===== src/rtl/flop_pipe_pkg.sv =====
// flop_pipe_pkg: shared widths and helpers for the flop_pipe pipeline.
// Latency: n/a (declarations only).
// Backpressure: n/a.
package flop_pipe_pkg;

  // Width of the stall counter exposed when statistics are built in.
  localparam int STALL_CNT_W = 32;

  // Bits needed to count 0..depth valid stages.
  function automatic int occ_w(input int depth);
    return $clog2(depth + 1);
  endfunction

endpackage


===== src/rtl/flop_pipe_stage.sv =====
// flop_pipe_stage: one valid+data slot of the flop_pipe pipeline.
// Latency: 1 cycle from upstream valid/data to this slot's registers.
// Backpressure: holds its contents whenever adv is low; clr drops valid only.
//
// Ports:
//   clk, reset_n : clock and asynchronous active-low reset
//   clr          : synchronous clear of the valid bit (data kept)
//   adv          : slot takes the upstream valid (and data if that valid is 1)
//   in_v, in_d   : upstream valid/data
//   v, d         : registered valid/data of this slot
module flop_pipe_stage #(
  parameter int               WIDTH = 8,
  parameter logic [WIDTH-1:0] SEED  = '0
) (
  input  logic             clk,
  input  logic             reset_n,
  input  logic             clr,
  input  logic             adv,
  input  logic             in_v,
  input  logic [WIDTH-1:0] in_d,
  output logic             v,
  output logic [WIDTH-1:0] d
);

  always_ff @(posedge clk or negedge reset_n) begin
    if (!reset_n) begin
      v <= 1'b0;
      d <= SEED;
    end else if (clr) begin
      v <= 1'b0;
    end else if (adv) begin
      v <= in_v;
      // A bubble moving in leaves the old data in place.
      if (in_v) begin
        d <= in_d;
      end
    end
  end

endmodule


===== src/rtl/flop_pipe.sv =====
// flop_pipe: DEPTH-stage valid/ready pipeline register with bubble collapsing.
// Latency: DEPTH cycles from input handshake to out_valid; 1 item/cycle throughput.
// Backpressure: in_ready is combinational from out_ready through the stage chain.
//
// Ports:
//   clk, reset_n           : clock and asynchronous active-low reset
//   en                     : global enable, 0 freezes all stages
//   flush                  : synchronous clear of all valid bits (wins over en)
//   in_valid/in_data/in_ready    : upstream handshake
//   out_valid/out_data/out_ready : downstream handshake
//   occupancy              : number of valid stages
//   stats_clr, stall_cnt   : only when FLOP_PIPE_STATS_EN is defined; counts
//                            cycles the output stage is held by out_ready=0
module flop_pipe
  import flop_pipe_pkg::*;
#(
  parameter int               WIDTH = 8,
  parameter int               DEPTH = 2,
  parameter logic [WIDTH-1:0] SEED  = '0
) (
  input  logic                      clk,
  input  logic                      reset_n,
  input  logic                      en,
  input  logic                      flush,
  input  logic                      in_valid,
  input  logic [WIDTH-1:0]          in_data,
  output logic                      in_ready,
  output logic                      out_valid,
  output logic [WIDTH-1:0]          out_data,
  input  logic                      out_ready,
  output logic [occ_w(DEPTH)-1:0]   occupancy
`ifdef FLOP_PIPE_STATS_EN
  ,
  input  logic                      stats_clr,
  output logic [STALL_CNT_W-1:0]    stall_cnt
`endif
);

  localparam int OCC_W = occ_w(DEPTH);

  if (DEPTH < 1) begin : g_bad_depth
    $error("flop_pipe: DEPTH must be at least 1");
  end

  logic             run;
  logic [DEPTH-1:0] v;
  logic [DEPTH-1:0] adv;
  logic [DEPTH-1:0] src_v;
  logic [WIDTH-1:0] d     [DEPTH];
  logic [WIDTH-1:0] src_d [DEPTH];

  assign run = en & ~flush;

  // A stage can move when it is empty or the stage ahead moves too,
  // which is what lets bubbles collapse while the output is stalled.
  always_comb begin
    adv            = '0;
    adv[DEPTH-1]   = ~v[DEPTH-1] | out_ready;
    for (int i = DEPTH - 2; i >= 0; i--) begin
      adv[i] = ~v[i] | adv[i+1];
    end
  end

  for (genvar i = 0; i < DEPTH; i++) begin : g_stage
    if (i == 0) begin : g_head
      assign src_v[i] = in_valid;
      assign src_d[i] = in_data;
    end else begin : g_body
      assign src_v[i] = v[i-1];
      assign src_d[i] = d[i-1];
    end

    flop_pipe_stage #(
      .WIDTH (WIDTH),
      .SEED  (SEED)
    ) u_stage (
      .clk     (clk),
      .reset_n (reset_n),
      .clr     (flush),
      .adv     (run & adv[i]),
      .in_v    (src_v[i]),
      .in_d    (src_d[i]),
      .v       (v[i]),
      .d       (d[i])
    );
  end

  // reset_n gates in_ready so nothing looks acceptable while in reset.
  assign in_ready  = reset_n & run & adv[0];
  assign out_valid = run & v[DEPTH-1];
  assign out_data  = d[DEPTH-1];

  always_comb begin
    occupancy = '0;
    for (int i = 0; i < DEPTH; i++) begin
      occupancy = occupancy + OCC_W'(v[i]);
    end
  end

`ifdef FLOP_PIPE_STATS_EN
  logic stall;

  assign stall = v[DEPTH-1] & run & ~out_ready;

  always_ff @(posedge clk or negedge reset_n) begin
    if (!reset_n) begin
      stall_cnt <= '0;
    end else if (stats_clr) begin
      stall_cnt <= '0;
    end else if (stall && (stall_cnt != {STALL_CNT_W{1'b1}})) begin
      stall_cnt <= stall_cnt + 1'b1;
    end
  end
`endif

endmodule


===== config.mk =====
export PLATFORM = sky130hd
export DESIGN_NAME = flop_pipe
export DESIGN_NICKNAME = d
export VERILOG_FILES = /design/src/rtl/flop_pipe_pkg.sv /design/src/rtl/flop_pipe_stage.sv /design/src/rtl/flop_pipe.sv
export SDC_FILE = /design/constraint.sdc
export NUM_CORES = 1
export LEC_CHECK = 0
export ABC_AREA = 1
export BUFFER_PORTS_ARGS = -buffer_cell sky130_fd_sc_hd__clkbuf_2
export CAP_MARGIN = 20
export CORE_ASPECT_RATIO = 0.7
export CORE_MARGIN = 10
export CORE_UTILIZATION = 40
export DETAILED_ROUTE_END_ITERATION = 7
export PLACE_DENSITY = 0.73
export SLEW_MARGIN = 20
export SYNTH_ARGS = -nofsm -noshare
export SYNTH_HDL_FRONTEND = slang
export SYNTH_SLANG_ARGS = --single-unit

===== constraint.sdc =====
create_clock -name clk -period 1.75 [get_ports clk]
set_input_delay 0.2625 -clock clk [delete_from_list [all_inputs] [get_ports clk]]
set_output_delay 0.2625 -clock clk [all_outputs]
set_load 0.05 [all_outputs]

# After elaboration in Yosys (flattened, before gate mapping)
# Cells that the tools add are included.
dict set report classes {
  addsub 1
  muxes 4
  n_bitwise 11
  reduce_logical 4
}
# cell n
set ops {}
lappend ops {{AND 1 bit} 6}
lappend ops {{AND reduction 3 bit} 2}
lappend ops {{two-way mux 1 bit} 4}
lappend ops {{nonzero test 2 bit} 2}
lappend ops {{inverter 1 bit} 3}
lappend ops {{adder 1 x 1 -> 2 bit} 1}
lappend ops {{OR 1 bit} 2}
dict set report word_totals {
  reg_bits 18
  in_bits 14
  out_inout_bits 12
  elab_cells 24
}

# Depth between registers and ports, before layout
# Gate-level depths: netlist of the first run.
dict set report logic_depth {
  word_depth 6
  mapped_depth 6
  mapped_depth_nobuf 5
}

# Cells and area by module
# Synthesis of the first run repeated with hierarchy kept, for this count alone.
dict set report unflattened {
  cells_unflattened 94
  area_unflattened_um2 850.8
}
# module n_inst cells_per_inst area_each_um2 seq_area_each_um2
set modules_own_cells {}
lappend modules_own_cells {flop_pipe_stage 2 39 387.9 225.2}
lappend modules_own_cells {flop_pipe 1 16 75.1 0.0}

# Worst setup path after synthesis of the first run
# Ideal clock, no wire load.
dict set report synth_path {
  kind {reg-to-output}
  start {register g_stage[1].u_stage.v}
  end {output port out_valid}
  arrival_ps 1145
  required_ps 1487
  path_slack_ps 342
  stages_incl_launch_ff 3
  path_buffers 0
  cell_sequence {dfrtp_1 > nand2_1 > nor2_1}
}
dict set report synth_between {
  elab_chain_cells 1
}
# item line
set synth_rtl {}
lappend synth_rtl {{start, declared} flop_pipe_stage.sv:21} ;# output logic v,
lappend synth_rtl {{start signal, assigned} flop_pipe_stage.sv:32} ;# v <= in_v;
lappend synth_rtl {{AND 1 bit} flop_pipe.sv:90} ;# assign out_valid = run & v[DEPTH-1];
lappend synth_rtl {{end, declared} flop_pipe.sv:28} ;# output logic out_valid,
# No other way between the ends.

# Worst setup path in the final report of the first run
dict set report layout_path {
  start {register g_stage[1].u_stage.v}
  end {output port in_ready}
}
dict set report layout_between {
  elab_chain_cells 4
}
# item line
set layout_rtl {}
lappend layout_rtl {{inverter 1 bit} flop_pipe.sv:58} ;# adv[DEPTH-1] = ~v[DEPTH-1] | out_ready;
lappend layout_rtl {{OR 1 bit} flop_pipe.sv:58}
lappend layout_rtl {{OR 1 bit} flop_pipe.sv:60} ;# adv[i] = ~v[i] | adv[i+1];
lappend layout_rtl {{AND 1 bit} flop_pipe.sv:89} ;# assign in_ready = reset_n & run & adv[0];
lappend layout_rtl {{end, declared} flop_pipe.sv:27} ;# output logic in_ready,
# No other way between the ends.

==> reports/qor.txt, run 1 <==
largest net degree at the start of global routing: 20
yosys warns: 0
Area contributors post-synth: dfrtp_1 (51%), nand2_1 (15%), nand4_1 (11%)
die height: 59.38 um
register bit total from synthesis: 18
Worst-Skew Late Latency: 0.29 ns
Cell Pwr Density: 1121 nW/um^2
Die ar.: 4527 sq um
Critical R2R Launch: g_stage[1].u_stage.v$_DFFE_PN0P_
Worst setup SP type: register
cell area after synthesis: 885.9 sq um
CP endpoint kind: output port
initial core utilization: 0.4145
Crit path required time: 1.49 ns
Reg clk slew, reported paths: 0.10 ns
WHS: 0.1987 ns
drt wl/cell: 13.07 um
area growth from synthesis to layout: 14.55%
antenna violations before repair: 0
Worst path max stage delay: 0.47 ns
total power after layout: 1.138 mW
DR WL met3: 183 um
Remaining DRCs: 0
Setup TNS: 0 ns
Post-CTS Setup Bufs: 0
RSZ-0062 raised after global routing: no
vias in the first global route: 722
H-tree depth: 1
Crit Path Class: register to output port
final hold vios: 0
Worst Max-Slew Pin Slew: 0.2873 ns
first-pass GRT wire length: 3339 um
# rows: 14
setup violators final: 0
met2 WL: 716 um
Slowest cell on crit path: dfrtp_1
io pins: 26
top cell type's share of synthesized area: 0.5085
crit-path max FO: 10
P_leak: 0.5626 nW
Routed WL: 1922 um
GRT Residual Overflow: 0
worst vdd ir: 0.3772 mV
fraction of layout cells with a size suffix above 1: 0.3217
highest metal used: met4
Clock Tree Buf Depth: 2
Sink Count: 18
Seq/Total Area, Yosys: 0.5085
Syn Inst Count: 95
Final HPWL DP: 1519 um
Met1 Wirelength: 1014 um
post-route ant nets: 0
final period utilization: 0.9397
via density per instance: 4.707
outcome: finished clean
Fmax: 0.6081 GHz
hold_sp: in_data[7]
CP Cell Sequence: nand3_4 > and3_1 > clkbuf_2
CTS tree: yes
post-route minimum period: 1.645 ns
Synth Net Count: 110
Pre-antenna DRT Iters: 6
Antenna diodes: 0
cts bufs inserted: 3
Worst Setup SP: g_stage[1].u_stage.v$_DFFE_PN0P_
fin nets: 132
Die X: 76.25 um
Distinct cells, synth: 15
Worst EP arrival: 1.38 ns
Core Box Area: 2137 sq um
port bufs: 25
fill count: 235
DR iter-0 viols: 27
Fin Clk Skew: 0.001352 ns
final slew viol count: 0
clock root buffer master: clkbuf_4
largest area contributor in the netlist: dfrtp_1
worst min-delay path class: input port to register
via count: 692
syn_area_per_cell: 9.325 sq um
Total GRT Usage: 0.09205
Max Cap Viol: 0
GPL Wtd Cong: 0.7502
worst rel slew slack: 0.8093
Core Util, Final: 0.4748
flip-flops by register name, indices dropped and copies added (netlist names):
signal	count
g_stage.u_stage.d	16
g_stage.u_stage.v	2
per-stage QoR:
stage,worst slack [ns],area [sq um],cells
floorplan,0.3421,885.9,95
global placement,0.4628,982.2,143
detailed placement,0.4274,982.2,143
CTS,0.08523,1015,147
global route,0.02051,1015,147
finish,0.1055,1015,147
path summary, 6_finish.rpt:
kind | endpoint | slack, ns | depth (start not counted)
worst max-delay path | in_ready | 0.11 | 3
worst min-delay path | g_stage[0].u_stage.d[7]$_DFFE_PN0P_ | 0.20 | 3
worst max register to register | g_stage[1].u_stage.d[0]$_DFFE_PN0P_ | 0.65 | 4
worst min register to register | g_stage[1].u_stage.d[5]$_DFFE_PN0P_ | 0.48 | 2
max in group asynchronous | g_stage[1].u_stage.d[0]$_DFFE_PN0P_ | 1.06 | 3
min in group asynchronous | g_stage[1].u_stage.d[5]$_DFFE_PN0P_ | 0.50 | 3
layer usage:
| layer | vias to the layer above | global-route usage |
|---|---|---|
| li1 | 352 | - |
| met1 | 314 | 0.1217 |
| met2 | 24 | 0.1220 |
| met3 | 2 | 0.05909 |
| met4 | 0 | 0.01583 |
| met5 | - | 0 |
Yosys cell counts (all sizes together):
master / n
nand2: 37
nand4: 16
inv: 3
ha: 1
buf: 11
nand3: 5
clkbuf: 1
and3: 1
nor2: 2
dfrtp: 18
kinds of logic after synthesis:
kind of cell | Yosys count | synth area share
adders and majority gates | 1 | 0.01412
DFF | 18 | 0.5085
buffers and inverters | 15 | 0.1158
and+or+nand+nor | 61 | 0.3616
critical path: cells and delay by family (launching register included):
family	cells	cell delay [ns]
flip-flops	1	0.47
buffers and inverters	1	0.28
AND/OR/NAND/NOR	2	0.35
cell type report:
| class | count | area, sq um | share of cell area |
|---|---|---|---|
| tap | 32 | 40.04 | 0.03946 |
| clock buffer | 3 | 22.52 | 0.02219 |
| timing repair buffer | 29 | 157.7 | 0.1554 |
| multi-input combinational | 62 | 332.8 | 0.3280 |
| sequential | 18 | 450.4 | 0.4439 |
| inverter | 3 | 11.26 | 0.01110 |
cells in the final DEF, fill, tap and decap left out:
cell type	Yosys	layout
dlygate4sd3_1	0	1
inv_2	1	1
clkbuf_4	0	3
nand3_4	3	3
and3_1	1	1
nand2_1	36	36
inv_1	2	2
nand4_1	16	16
nand2_2	1	1
buf_4	9	3
nor2_1	1	1
dfrtp_1	18	18
nand3_1	2	2
nor2_2	1	1
ha_1	1	1
clkbuf_2	0	25
report_power, final:
part           switching, mW  total [mW]  internal (mW)
clock network          0.123       0.203         0.0800
logic                  0.300       0.390         0.0899
registers             0.0474       0.545          0.497
total                  0.471        1.14          0.667
what timing repair did:
action | 4_1_cts | 5_1_grt
gates resized for setup | 0 | 0
endpoints found under the setup margin | 0 | 0
hold endpoints to repair | 18 | 0
hold buffers | 1 | 0
(Power assumes the default switching activity.)
==> inputs of run 2 (changes only) <==
--- a/config.mk
+++ b/config.mk
@@ -8,11 +8,10 @@
 export ABC_AREA = 1
 export BUFFER_PORTS_ARGS = -buffer_cell sky130_fd_sc_hd__clkbuf_2
 export CAP_MARGIN = 20
-export CORE_ASPECT_RATIO = 0.7
 export CORE_MARGIN = 10
-export CORE_UTILIZATION = 40
+export CORE_UTILIZATION = 53
 export DETAILED_ROUTE_END_ITERATION = 7
-export PLACE_DENSITY = 0.73
+export PLACE_DENSITY = 0.91
 export SLEW_MARGIN = 20
 export SYNTH_ARGS = -nofsm -noshare
 export SYNTH_HDL_FRONTEND = slang
==> run 2 against run 1 <==
Compared with the run above: clock power rose by 28%; power rose by 4.7%; setup slack got worse by 0.00069 ns; register-to-register slack improved by 0.03 ns.
==> reports/qor.txt, run 2 (same netlist as run 1, synthesis figures left out) <==
Crit Path Class: register to output port
crit-path max FO: 10
# rows: 14
worst rel slew slack: 0.8059
Fmax: 0.6078 GHz
max FFs per register: 16
Antenna diodes: 0
Clock Tree Buf Depth: 2
most frequent cells in the layout: nand2_1 (36), clkbuf_2 (25), dfrtp_1 (18)
Reg clk slew, reported paths: 0.10 ns
outcome: finished clean
via density per instance: 5.144
reg-to-reg setup timing slack: 0.68 ns
CP Cell Sequence: nand3_4 > and3_1 > clkbuf_2
Routed WL: 1791 um
Slowest cell on crit path: dfrtp_1
fill count: 127
CP bufs+invs: 1
first-pass GRT wire length: 3174 um
drt wl/cell: 13.57 um
Pre-antenna DRT Iters: 3
post-route minimum period: 1.645 ns
cts bufs inserted: 3
Worst-Skew Late Latency: 0.30 ns
Final HPWL DP: 1411 um
area growth from synthesis to layout: 13.84%
worst min-delay path class: input port to register
RSZ-0062 raised after global routing: no
Worst path max stage delay: 0.46 ns
Worst EP arrival: 1.38 ns
CTS tree: yes
family with the most delay on the worst path: flip-flops
final hold vios: 0
GRT Residual Overflow: 0
post-placement cell count: 127
DR iter-0 viols: 7
register area: 450.4 sq um
Worst setup SP type: register
Core Util, Final: 0.6542
port bufs: 25
Largest regs: g_stage.u_stage.d x16, g_stage.u_stage.v x2
clock root buffer master: clkbuf_4
Total GRT Usage: 0.1093
CP endpoint kind: output port
fraction of layout cells with a size suffix above 1: 0.3276
Core Box Area: 1541 sq um
die height: 60.88 um
Multi-input gate area: 332.8 sq um
Crit path required time: 1.49 ns
final period utilization: 0.9401
antenna violations before repair: 0
commonest non-fill, non-tap cell in the layout: nand2_1
Biggest register: g_stage.u_stage.d
worst vdd ir: 0.6123 mV
total power after layout: 1.191 mW
post-route cell area: 1008 sq um
initial core utilization: 0.5747
Remaining DRCs: 0
Max Cap Viol: 0
largest net degree at the start of global routing: 20
fin cells: 132
Die X: 60.88 um
Die ar.: 3706 sq um
Cell Pwr Density: 1181 nW/um^2
P_leak: 0.5698 nW
Setup TNS: 0 ns
post-CTS resize count: 0
GPL Wtd Cong: 0.7600
final slew viol count: 0
setup violators final: 0
Fin Clk Skew: 0.001198 ns
post-route ant nets: 0
H-tree depth: 1
vias in the first global route: 693
fin nets: 132
io pins: 26
Sink Count: 18
via count: 679
placed cell areas: 962.2 sq um
Worst Max-Slew Pin Slew: 0.2924 ns
[run 2: changes by cell type in the layout (fill, tap and decap cells not counted)]
| cell | previous run | this run |
|---|---|---|
| clkbuf_8 | 0 | 1 |
[run 2: worst reg2reg max path: cells and delay by family (launching register included)]
| family | cells | cell delay, ns |
|---|---|---|
| flip-flops | 1 | 0.46 |
| AND/OR/NAND/NOR | 4 | 0.52 |
[run 2: metrics by stage]
stage / setup WS, ns / hold WS, ns
floorplan: 0.3421 / -0.03309
global placement: 0.4665 / 0.2586
detailed placement: 0.4439 / 0.2659
CTS: 0.1001 / 0.1921
global route: 0.03519 / 0.1900
finish: 0.1048 / 0.1926
[run 2: final timing paths]
check                                               startpoint                                   to  cells past startpoint
max reg2reg                   g_stage[1].u_stage.v$_DFFE_PN0P_  g_stage[1].u_stage.d[6]$_DFFE_PN0P_                      4
max                           g_stage[1].u_stage.v$_DFFE_PN0P_                             in_ready                      3
min reg2reg                g_stage[1].u_stage.d[4]$_DFFE_PN0P_  g_stage[1].u_stage.d[4]$_DFFE_PN0P_                      2
max in group asynchronous                              reset_n  g_stage[1].u_stage.d[1]$_DFFE_PN0P_                      3
min                                                 in_data[0]  g_stage[0].u_stage.d[0]$_DFFE_PN0P_                      3
min in group asynchronous                              reset_n  g_stage[1].u_stage.d[4]$_DFFE_PN0P_                      3
[run 2: timing repair]
item / CTS / global route
hold endpoints to repair: 18 / 0
buffers inserted: 0 / 0
hold buffers: 1 / 0
[run 2: area by class of cell]
class / count / area share
flip-flops and latches: 18 / 0.4466
multi-input cells: 62 / 0.3300
repair buffers: 29 / 0.1563
clock buffers: 4 / 0.03598
well taps: 16 / 0.01985
inverters: 3 / 0.01117
[run 2: per-layer routing]
| layer | up-vias | routed length [um] | track usage |
|---|---|---|---|
| met5 | - | 0 | 0 |
| met4 | 0 | 27 | 0.03762 |
| li1 | 354 | - | - |
| met1 | 301 | 821 | 0.1408 |
| met2 | 21 | 800 | 0.1645 |
| met3 | 3 | 141 | 0.03967 |
[run 2: power by group]
group	total [mW]	switching (mW)	internal, mW	leakage, nW
Clock	0.259	0.132	0.127	0.0210
Sequential	0.544	0.0468	0.497	0.231
Combinational	0.388	0.298	0.0902	0.318
==> inputs of run 3 (changes only) <==
==> constraint.sdc (replaced) <==
create_clock -name clk -period 1.75 [get_ports clk]
set_input_delay 0.2625 -clock clk [delete_from_list [all_inputs] [get_ports clk]]
set_output_delay 0.2625 -clock clk [all_outputs]
set_load 0.02 [all_outputs]
==> run 3 against run 2 <==
Compared with the run above: critical path depth did not move; sequential cell count did not move; critical path type unchanged; non-clock buffer count rose by 1; hold slack worse by 0.0012 ns; first-iteration DRC count is 100% higher; clock power is essentially flat; combinational power is 32% lower; critical endpoint unchanged; count of clock-buffer cells in the layout is the same; highest routed layer unchanged; clock skew about the same; utilization grew 0.49 points; largest cell class unchanged.
==> reports/qor.txt, run 3 (same netlist as run 1, synthesis figures left out) <==
family with the most delay on the worst path: flip-flops
most frequent cells in the layout: nand2_1 (36), clkbuf_2 (25), dfrtp_1 (18)
CTS tree: yes
fraction of layout cells with a size suffix above 1: 0.3333
Routed WL: 1784 um
antenna violations before repair: 0
largest net degree at the start of global routing: 19
clock root buffer master: clkbuf_4
fill count: 128
die height: 60.88 um
# rows: 14
Antenna diodes: 0
Clock Tree Buf Depth: 2
Remaining DRCs: 0
drt wl/cell: 13.41 um
Max Cap Viol: 0
GPL Wtd Cong: 0.7628
Die ar.: 3706 sq um
vias in the first global route: 664
Worst-Skew Late Latency: 0.30 ns
area growth from synthesis to layout: 14.69%
Worst EP arrival: 1.30 ns
Pre-antenna DRT Iters: 4
Total GRT Usage: 0.1072
max FFs per register: 16
outcome: finished clean
Largest regs: g_stage.u_stage.d x16, g_stage.u_stage.v x2
cts bufs inserted: 3
CP endpoint kind: output port
GRT Residual Overflow: 0
Core Box Area: 1541 sq um
port bufs: 25
crit-path max FO: 10
Final HPWL DP: 1485 um
commonest non-fill, non-tap cell in the layout: nand2_1
worst rel slew slack: 0.8446
Worst Max-Slew Pin Slew: 0.2331 ns
via count: 687
Setup TNS: 0 ns
post-route minimum period: 1.567 ns
Fin Clk Skew: 0.001149 ns
io pins: 26
Fmax: 0.6383 GHz
register area: 450.4 sq um
CP Cell Sequence: nand3_4 > and3_1 > clkbuf_2
first-pass GRT wire length: 3056 um
CP bufs+invs: 1
Hold Path Depth: 3
final period utilization: 0.8952
Cell Pwr Density: 1047 nW/um^2
Crit Path Class: register to output port
DR iter-0 viols: 14
H-tree depth: 1
via density per instance: 5.165
Sink Count: 18
fin nets: 133
Worst setup SP type: register
post-route ant nets: 0
Multi-input gate area: 332.8 sq um
Reg clk slew, reported paths: 0.10 ns
final slew viol count: 0
Worst path max stage delay: 0.48 ns
worst vdd ir: 0.6113 mV
Biggest register: g_stage.u_stage.d
Slowest cell on crit path: dfrtp_1
Crit path required time: 1.49 ns
initial core utilization: 0.5747
setup violators final: 0
CP Depth: 3
Die X: 60.88 um
R2R depth: 4
P_leak: 0.5749 nW
final hold vios: 0
total power after layout: 1.064 mW
worst min-delay path class: input port to register
RSZ-0062 raised after global routing: no
-- run 3: changes by cell type in the layout (fill, tap and decap cells not counted), sizes merged --
cell  change
buf       +1
-- run 3: final cells by class --
class,instances,share of cell area
flip-flops and latches,18,0.4434
multi-input cells,62,0.3276
repair buffers,30,0.1626
inverters,3,0.01108
clock buffers,4,0.03571
well taps,16,0.01970
-- run 3: what timing repair did --
item / in CTS / in global routing
hold buffers: 1 / 0
hold endpoints to repair: 18 / 0
gates resized for setup: 0 / 0
buffers inserted: 0 / 0
endpoints found under the setup margin: 0 / 0
-- run 3: metrics by stage --
stage | setup WS, ns | instance area, sq um | utilization | hold slack [ns] | cells
after floorplan | 0.6433 | 885.9 | - | -0.03309 | 95
after global placement | 0.5727 | 969.7 | 0.6291 | 0.2588 | 128
after detailed placement | 0.5046 | 969.7 | 0.6291 | 0.2620 | 128
after CTS | 0.1693 | 1016 | 0.6591 | 0.1896 | 133
after global routing | 0.1097 | 1016 | 0.6591 | 0.2060 | 133
final | 0.1834 | 1016 | 0.6591 | 0.1915 | 133
-- run 3: final timing paths --
kind	from	end	slack, ns
worst min-delay path	in_data[5]	g_stage[0].u_stage.d[5]$_DFFE_PN0P_	0.19
worst max register to register	g_stage[1].u_stage.v$_DFFE_PN0P_	g_stage[1].u_stage.d[6]$_DFFE_PN0P_	0.68
worst min register to register	g_stage[0].u_stage.d[4]$_DFFE_PN0P_	g_stage[0].u_stage.d[4]$_DFFE_PN0P_	0.49
min in group asynchronous	reset_n	g_stage[1].u_stage.d[4]$_DFFE_PN0P_	0.47
worst max-delay path	g_stage[1].u_stage.v$_DFFE_PN0P_	in_ready	0.18
max in group asynchronous	reset_n	g_stage[1].u_stage.d[5]$_DFFE_PN0P_	1.09
-- run 3: report_power, final --
group | total (mW) | switching, mW | internal [mW]
clock | 0.256 | 0.129 | 0.127
sequential | 0.546 | 0.0487 | 0.497
combinational | 0.262 | 0.170 | 0.0919
-- run 3: worst register-to-register path, cell delays in order, from the launching register on --
cell and delay, ns:
dfrtp_1 0.47, nand2_2 0.21, nand3_4 0.15, nand2_1 0.10
nand2_1 0.05
-- run 3: routing by layer --
metal,up-vias,GRT usage,share of wire
li1,357,-,-
met1,308,0.1312,0.45
met2,20,0.1645,0.44
met3,2,0.04593,0.095
met4,0,0.03762,0.015
met5,-,0,0
